### src/rtl/seq_ser_pkg.sv
// ---------------------------------------------------------------------------
// seq_ser_pkg
//   Shared types and sizing helpers for the seq_serializer block.
//   - ser_state_e : serializer FSM state (IDLE=0, SHIFT=1)
//   - CNT_W       : bit-counter width for the default 8-bit word
//   - cnt_width() : bit-counter width for any legal WIDTH (2..32)
// ---------------------------------------------------------------------------
package seq_ser_pkg;

    typedef enum logic {
        IDLE  = 1'b0,
        SHIFT = 1'b1
    } ser_state_e;

    localparam int DEFAULT_WIDTH = 8;
    localparam int CNT_W         = $clog2(DEFAULT_WIDTH);

    // Counter width for a given word width; never narrower than one bit.
    function automatic int cnt_width(input int width);
        return (width < 2) ? 1 : $clog2(width);
    endfunction

endpackage : seq_ser_pkg

### src/rtl/ser_hold_buf.sv
// ---------------------------------------------------------------------------
// ser_hold_buf
//   One-entry holding buffer that sits behind the serializer's shift
//   register, so a second word can be accepted while the first is shifting.
//   Ports:
//     clk, rstn      clock, asynchronous active-low reset
//     i_wr, i_wdata  write strobe and word (only issued while the slot is empty)
//     i_rd           read strobe at a word boundary (frees the slot)
//     o_data         buffered word
//     o_full         slot occupied
// ---------------------------------------------------------------------------
module ser_hold_buf
    import seq_ser_pkg::*;
#(
    parameter int WIDTH = DEFAULT_WIDTH
) (
    input  logic             clk,
    input  logic             rstn,
    input  logic             i_wr,
    input  logic [WIDTH-1:0] i_wdata,
    input  logic             i_rd,
    output logic [WIDTH-1:0] o_data,
    output logic             o_full
);

    logic [WIDTH-1:0] r_hold;
    logic             r_full;

    // NOTE: the data register is reset along with the flag; it is a single
    // word, so clearing it is cheap and keeps o_data deterministic.
    always_ff @(posedge clk or negedge rstn) begin
        if (!rstn) begin
            r_hold <= '0;
            r_full <= 1'b0;
        end else if (i_wr) begin
            r_hold <= i_wdata;
            r_full <= 1'b1;
        end else if (i_rd) begin
            r_full <= 1'b0;
        end
    end

    assign o_data = r_hold;
    assign o_full = r_full;

endmodule : ser_hold_buf

### src/rtl/seq_serializer.sv
// ---------------------------------------------------------------------------
// seq_serializer
//   Accepts parallel words on a valid/ready handshake and drives them onto a
//   1-bit serial line, one bit per clock, with a one-word holding buffer so
//   back-to-back words stream with no gap. Drives IDLE_BIT between words.
//   Parameters:
//     WIDTH     bits per word (2..32)
//     IDLE_BIT  level on seq while no word is shifting
//   Ports:
//     clk, rstn          clock, asynchronous active-low reset
//     s_data, s_valid    input word and its valid
//     s_ready            slot available (= !hold_full, registered)
//     seq                serial bit (registered)
//     seq_valid          seq carries a data bit
//     busy               seq_valid || hold_full
//   Build option:
//     SER_LSB_FIRST_EN   defined: LSB emitted first; undefined: MSB first.
// ---------------------------------------------------------------------------
module seq_serializer
    import seq_ser_pkg::*;
#(
    parameter int   WIDTH    = DEFAULT_WIDTH,
    parameter logic IDLE_BIT = 1'b0
) (
    input  logic             clk,
    input  logic             rstn,
    input  logic [WIDTH-1:0] s_data,
    input  logic             s_valid,
    output logic             s_ready,
    output logic             seq,
    output logic             seq_valid,
    output logic             busy
);

    localparam int            CW       = cnt_width(WIDTH);
    localparam logic [CW-1:0] LAST_CNT = CW'(WIDTH - 1);

    ser_state_e       r_state, w_state_nxt;
    logic [WIDTH-1:0] r_sh, w_sh_nxt, w_sh_shifted;
    logic [CW-1:0]    r_cnt, w_cnt_nxt;
    logic             r_seq, w_seq_nxt, w_out_nxt;
    logic             w_xfer, w_last;
    logic             w_hold_wr, w_hold_rd, w_hold_full;
    logic [WIDTH-1:0] w_hold_data;

    assign s_ready = !w_hold_full;
    assign w_xfer  = s_valid && s_ready;
    assign w_last  = (r_state == SHIFT) && (r_cnt == LAST_CNT);

`ifdef SER_LSB_FIRST_EN
    assign w_sh_shifted = r_sh >> 1;
    assign w_out_nxt    = w_sh_nxt[0];
`else
    assign w_sh_shifted = r_sh << 1;
    assign w_out_nxt    = w_sh_nxt[WIDTH-1];
`endif

    // NOTE: every output of this block gets a default first, so no path
    // leaves a signal unassigned and no latch is inferred.
    always_comb begin
        w_state_nxt = r_state;
        w_sh_nxt    = r_sh;
        w_cnt_nxt   = r_cnt;
        w_hold_wr   = 1'b0;
        w_hold_rd   = 1'b0;
        unique case (r_state)
            IDLE: begin
                if (w_xfer) begin
                    w_sh_nxt    = s_data;
                    w_cnt_nxt   = '0;
                    w_state_nxt = SHIFT;
                end
            end
            SHIFT: begin
                if (w_last) begin
                    // Word boundary: the buffered word wins over a new
                    // transfer (none can occur while the slot is full).
                    if (w_hold_full) begin
                        w_sh_nxt  = w_hold_data;
                        w_cnt_nxt = '0;
                        w_hold_rd = 1'b1;
                    end else if (w_xfer) begin
                        w_sh_nxt  = s_data;
                        w_cnt_nxt = '0;
                    end else begin
                        w_sh_nxt    = w_sh_shifted;
                        w_cnt_nxt   = '0;
                        w_state_nxt = IDLE;
                    end
                end else begin
                    w_sh_nxt  = w_sh_shifted;
                    w_cnt_nxt = r_cnt + 1'b1;
                    // Mid-word transfer can only happen with the slot empty.
                    w_hold_wr = w_xfer;
                end
            end
            default: w_state_nxt = IDLE;
        endcase
        // seq is registered from the next-state view so it changes only on
        // the clock edge and never glitches.
        w_seq_nxt = (w_state_nxt == SHIFT) ? w_out_nxt : IDLE_BIT;
    end

    // NOTE: sequential state uses non-blocking assignments so all registers
    // update together from values sampled before the edge.
    always_ff @(posedge clk or negedge rstn) begin
        if (!rstn) begin
            r_state <= IDLE;
        end else begin
            r_state <= w_state_nxt;
        end
    end

    always_ff @(posedge clk or negedge rstn) begin
        if (!rstn) begin
            r_sh  <= '0;
            r_cnt <= '0;
            r_seq <= IDLE_BIT;
        end else begin
            r_sh  <= w_sh_nxt;
            r_cnt <= w_cnt_nxt;
            r_seq <= w_seq_nxt;
        end
    end

    ser_hold_buf #(
        .WIDTH (WIDTH)
    ) u_hold (
        .clk     (clk),
        .rstn    (rstn),
        .i_wr    (w_hold_wr),
        .i_wdata (s_data),
        .i_rd    (w_hold_rd),
        .o_data  (w_hold_data),
        .o_full  (w_hold_full)
    );

    assign seq       = r_seq;
    assign seq_valid = (r_state == SHIFT);
    assign busy      = seq_valid || w_hold_full;

endmodule : seq_serializer

### config.mk
export PLATFORM = sky130hd
export DESIGN_NAME = seq_serializer
export DESIGN_NICKNAME = d
export VERILOG_FILES = /design/src/rtl/seq_ser_pkg.sv /design/src/rtl/ser_hold_buf.sv /design/src/rtl/seq_serializer.sv
export SDC_FILE = /design/constraint.sdc
export NUM_CORES = 1
export LEC_CHECK = 0
export CAP_MARGIN = 20
export CORE_ASPECT_RATIO = 0.7
export CORE_MARGIN = 2
export CORE_UTILIZATION = 40
export CTS_CLUSTER_SIZE = 28
export DETAILED_ROUTE_END_ITERATION = 7
export MAX_ROUTING_LAYER = met4
export PLACE_DENSITY = 0.61
export SETUP_SLACK_MARGIN = 0.5
export SLEW_MARGIN = 10
export SYNTH_ARGS = -nofsm -noshare
export SYNTH_HDL_FRONTEND = slang
export SYNTH_SLANG_ARGS = --single-unit
### constraint.sdc
create_clock -name clk -period 1.9 [get_ports clk]
set_input_delay 0.19 -clock clk [delete_from_list [all_inputs] [get_ports clk]]
set_output_delay 0.19 -clock clk [all_outputs]
set_load 0.02 [all_outputs]
Yosys cells after proc, flatten, opt, wreduce, memory -nomap -nowiden. Cells that the tools add are included.

Register bits: 22. Bits of input ports: 11. Output and inout port bits: 4. Word-level logic and storage cells: 36.

Add/sub/neg operators: 1. Equal/unequal tests: 2. Mux-type cells: 20. Bitwise gates (word level): 1. Reductions and logical operators: 5.

Operator list (count): 2-to-1 mux 8 bit (4); one-hot mux 8 bit (2 select lines) (1); 2-to-1 mux 1 bit (11); 2-to-1 mux 3 bit (2); one-hot mux 3 bit (2 select lines) (1); adder 3 x 1 -> 3 bit, second input constant (1); == test 3 bit, second input constant (1); logical AND 1 bit (2); != test 2 bit, second input constant (1); one-hot mux 1 bit (2 select lines) (1); nonzero test 2 bit (1); zero test 1 bit (1); logical OR 1 bit (1); NOT 1 bit (1).

Depth between registers and ports, before layout.
Word-level depth: 7. Gate-level depth with buffers: 5. Gate-level depth less buffers: 5.

Hierarchy. From an unflattened synthesis, not the netlist that was laid out.

Cells, all modules: 96. Area, all modules: 1126.1 um^2.

Modules (own cells, without submodules): seq_serializer (instances 1, cells each 76, area an instance 757.0 um^2, sequential area each 300.3 um^2); ser_hold_buf (instances 1, cells each 20, area an instance 369.1 um^2, sequential area each 225.2 um^2).

Worst setup path before layout. Ideal clock, no wire load.

Path type: reg2reg. From: register r_cnt[0]. To: register u_hold.r_hold[0] (netlist: u_hold.o_data[0]). Library setup time: 0.128 ns. Arrival: 1.512 ns. Required time: 1.772 ns. Slack: 0.261 ns. Stages on the path, launching flop included: 6. Path buffers: 0. Clock period less this slack: 1.639 ns. Cells stage by stage: dfrtp_1 ha_1 ha_1 nand2b_1 nor2_8 mux2_1.

Longest elaborated chain between the ends: 4.

Ends and longest elaborated chain: start, declared (RTL line seq_serializer.sv:40) `logic [CW-1:0] r_cnt, w_cnt_nxt;`; start signal, assigned (RTL line seq_serializer.sv:121) `r_cnt <= w_cnt_nxt;`; == test 3 bit (RTL line seq_serializer.sv:48) `assign w_last = (r_state == SHIFT) && (r_cnt == LAST_CNT);`; logical AND 1 bit (RTL line seq_serializer.sv:48); 2-to-1 mux 1 bit (RTL line seq_serializer.sv:75) `if (w_last) begin`; 2-to-1 mux 1 bit (RTL line seq_serializer.sv:66) `unique case (r_state)`; end signal, assigned (RTL line ser_hold_buf.sv:36) `r_hold <= i_wdata;`; end, declared (RTL line ser_hold_buf.sv:26) `logic [WIDTH-1:0] r_hold;`.

No other way between the ends. A chain may end at the register's enable or synchronous reset.

Worst setup path in the final report.
From: register r_cnt[1]. To: register u_hold.r_hold[0] (netlist: u_hold.o_data[0]).

The elaborated chain is that of the path after synthesis.

==> results.toml <==
[timing]
rsz0062_at_grt = "yes"
maxClockFrequency_mhz = 640
worst_slew_margin_rel = 0.810
timing_max_transition_violations_final = 0
setup_viol = 0
fin_hold_ws_ps = 265
hold_viol_final = 0
setup-tns-final_ps = 0
min_period_ps = 1560
timing.clock.skew_ps = 7.65
finalCritPeriodShare = 0.823
tightest_slew_ps = 286

[run_status]
run_status = "finished, final reports clean"

[logic_synthesis]
synth.lib_cells_used.distinct = 28
largest_cells_by_area_after_synthesis = "sky130_fd_sc_hd__dfrtp_1 (51%), sky130_fd_sc_hd__mux2_1 (8.3%), sky130_fd_sc_hd__mux2i_1 (6.5%)"
synth_edf_count = 0
syn-mean-instance-area_um2 = 11.9
dominantRegCellSynth = "sky130_fd_sc_hd__dfrtp_1"
synthMostInstantiatedCell = "sky130_fd_sc_hd__dfrtp_1"
sequential_share_of_the_synthesized_area = 0.509
synth.ff_latch_count = 22
synth-warning-count = 0
synth_top_area_cell = "sky130_fd_sc_hd__dfrtp_1"
synth-async-reset-ratio = 1.00
synthesis.instances = 91
yosys-top-cells-count = "sky130_fd_sc_hd__dfrtp_1 (22), sky130_fd_sc_hd__nand3_1 (9), sky130_fd_sc_hd__mux2_1 (8)"
postSynthNetCount = 104
netlist.area_leader.share = 0.509
syn_area_um2 = 1080

[place]
detailedPlacementHpwl_mm = 1.61
port-buffer-count = 14
dpl.cell_count = 140
gpl.final_weighted_congestion = 0.815

[flow_run]
max_cap_viol_count = 0

[floorplanning]
chipHeight_um = 47.5
core_area_um2 = 2510
fp.dieArea_um2 = 3140
initial_utilization = 0.430
design.portCount = 15
die-width_um = 66.2
rows = 15

[route]
routed-via-count = 899
routed_wl_mm = 2.65
detail_route.iter0.violations = 77
final_antenna_net_count = 0
detail_route.wl_per_cell_um = 17.0
via_per_inst = 5.76
drc = 0
drt_pass1_iterations = 4

[grt]
antenna_found_initial = 0
remaining_overflow_grt = 0
vias_in_the_first_global_route = 846
gr-usage-all-layers = 0.195
maximum_number_of_pins_on_one_net_before_global_route_repair = 23
global_route_wire_length_before_repair_mm = 4.15

[setup_path]
kind_of_critical_path = "reg -> reg"
cpMaxStageDelayCell = "sky130_fd_sc_hd__dfrtp_1"
crit_path_start_kind = "flop"
critPathRequiredTime_ps = 2060
worst-endpoint-arrival_ps = 1720
cp_max_fo = 8
critical-path-top-delay-family = "flip-flops"
worst-path-buf-inv = 0
critPathCaptureType = "flop"
cp_cell_instances = "ha_2 -> ha_4 -> nand2b_4 -> nor2_8 -> mux2_4"
critical-path-max-stage-delay_ps = 390

[cts]
clock-root-buffer = "sky130_fd_sc_hd__clkbuf_8"
post_cts_hold_buffer_count = 0
clk-insertion-delay-late_ps = 270
cts_buffers = 3
clk_pin_slew_worst_paths_ps = 90
clockBufferDepth = 2
htree_levels = 1
clock_sink_count = 22
tritoncts = "yes"

[power_and_ir_drop]
power.combinational.fraction = 0.475
p_seq_frac = 0.337
p_int_mw = 1.57
switching_share = 0.338
ir_worst_vdd_mv = 0.637
clock_power_frac = 0.188
power_density_cells_nw_per_um2 = 1560
net-switching-power_mw = 0.801
total_leakage_power_nw = 0.679

[finish]
drive_gt1_frac = 0.328
post_layout_nonfiller_instances = 156
nFillCells = 209
area_delta_synth_final_pct = 40.5
final_nets = 136
antenna-diode-count = 0

[worst_hold_path]
hold_path_class = "in -> async"
-- path summary, 6_finish.rpt --
kind,start,depth (start not counted),endpoint,slack (ps)
max in group asynchronous,rstn,2,r_sh[1]$_DFFE_PN0P_,1400
min in group clk,u_hold.o_data[1]$_DFFE_PN0P_,1,u_hold.o_data[1]$_DFFE_PN0P_,520
worst min-delay path,rstn,2,seq$_DFF_PN0_,260
worst min register to register,u_hold.o_data[1]$_DFFE_PN0P_,1,u_hold.o_data[1]$_DFFE_PN0P_,520
worst max register to register,r_cnt[1]$_DFFE_PN0P_,5,u_hold.o_data[0]$_DFFE_PN0P_,340
worst max-delay path,r_cnt[1]$_DFFE_PN0P_,5,u_hold.o_data[0]$_DFFE_PN0P_,340
-- cells by family after synthesis --
kind of cell | share of synthesized area
compound gates | 0.166
flops | 0.509
simple gates | 0.114
mux | 0.148
buf+inv | 0.0393
fa+ha+maj | 0.0231
-- power by group through the flow --
stage | clock network (mW) | registers (mW) | logic, mW
6_report | 0.446 | 0.799 | 1.13
5_1_grt | 0.465 | 0.820 | 1.22
3_5_place_dp | 0 | 0.800 | 0.947
3_3_place_gp | 0 | 0.799 | 0.915
2_1_floorplan | 0 | 0.796 | 0.695
4_1_cts | 0.455 | 0.792 | 1.02
-- layer usage --
layer / GRT usage / wire, µm / up-vias
met5: - / 0 / -
met4: 0.0857 / 42 / 0
met3: 0.0518 / 144 / 4
met2: 0.284 / 1210 / 29
met1: 0.257 / 1250 / 450
li1: - / - / 416
-- stage by stage --
| stage | setup WS [ps] | utilization | area [µm²] | power [mW] |
|---|---|---|---|---|
| after global routing | 289 | 0.604 | 1520 | 2.51 |
| after CTS | 338 | 0.583 | 1470 | 2.27 |
| final | 337 | 0.604 | 1520 | 2.37 |
| after global placement | 300 | 0.529 | 1330 | 1.71 |
| after floorplan | 384 | - | 1130 | 1.49 |
| after detailed placement | 290 | 0.529 | 1330 | 1.75 |
-- state kept, by name, summed over array words and instances (netlist names) --
name,flops
r_sh,8
u_hold.o_data,8
r_cnt,3
seq,1
seq_valid,1
u_hold.o_full,1
-- cells in the final DEF, fill, tap and decap left out, drive strengths merged, types with 2 or more instances in the layout --
cell / n
dfrtp: 22
buf: 17
clkdlybuf4s50: 10
nand3: 9
mux2: 8
mux2i: 7
a22oi: 6
o221ai: 6
nand2: 4
clkbuf: 3
dlygate4sd2: 3
inv: 3
o21ai: 3
a32oi: 2
a32o: 2
a21oi: 2
nand2b: 2
nor2: 2
and2b: 2
ha: 2
-- repair_timing --
item / CTS / global route
setup endpoints to repair: 17 / 20
pin swaps: 4 / 0
resized for setup: 11 / 4
cloned: 1 / 0
buffers inserted: 5 / 6
-- worst register-to-register path: cells and delay by family (launching register included) --
| kind | cells | cell delay [ps] |
|---|---|---|
| adder cells (fa/ha/maj) | 2 | 360 |
| flip-flops | 1 | 390 |
| multiplexers | 1 | 320 |
| AND/OR/NAND/NOR | 2 | 370 |
-- cell type report --
class | count | area [µm²] | area share
Timing Repair Buffer | 31 | 278 | 0.183
Clock inverter | 1 | 30.0 | 0.0198
Inverter | 3 | 11.3 | 0.00741
Sequential cell | 22 | 551 | 0.362
Clock buffer | 3 | 41.3 | 0.0272
Tap cell | 34 | 42.5 | 0.0280
Multi-Input combinational cell | 62 | 567 | 0.373
(Power assumes the default switching activity.)
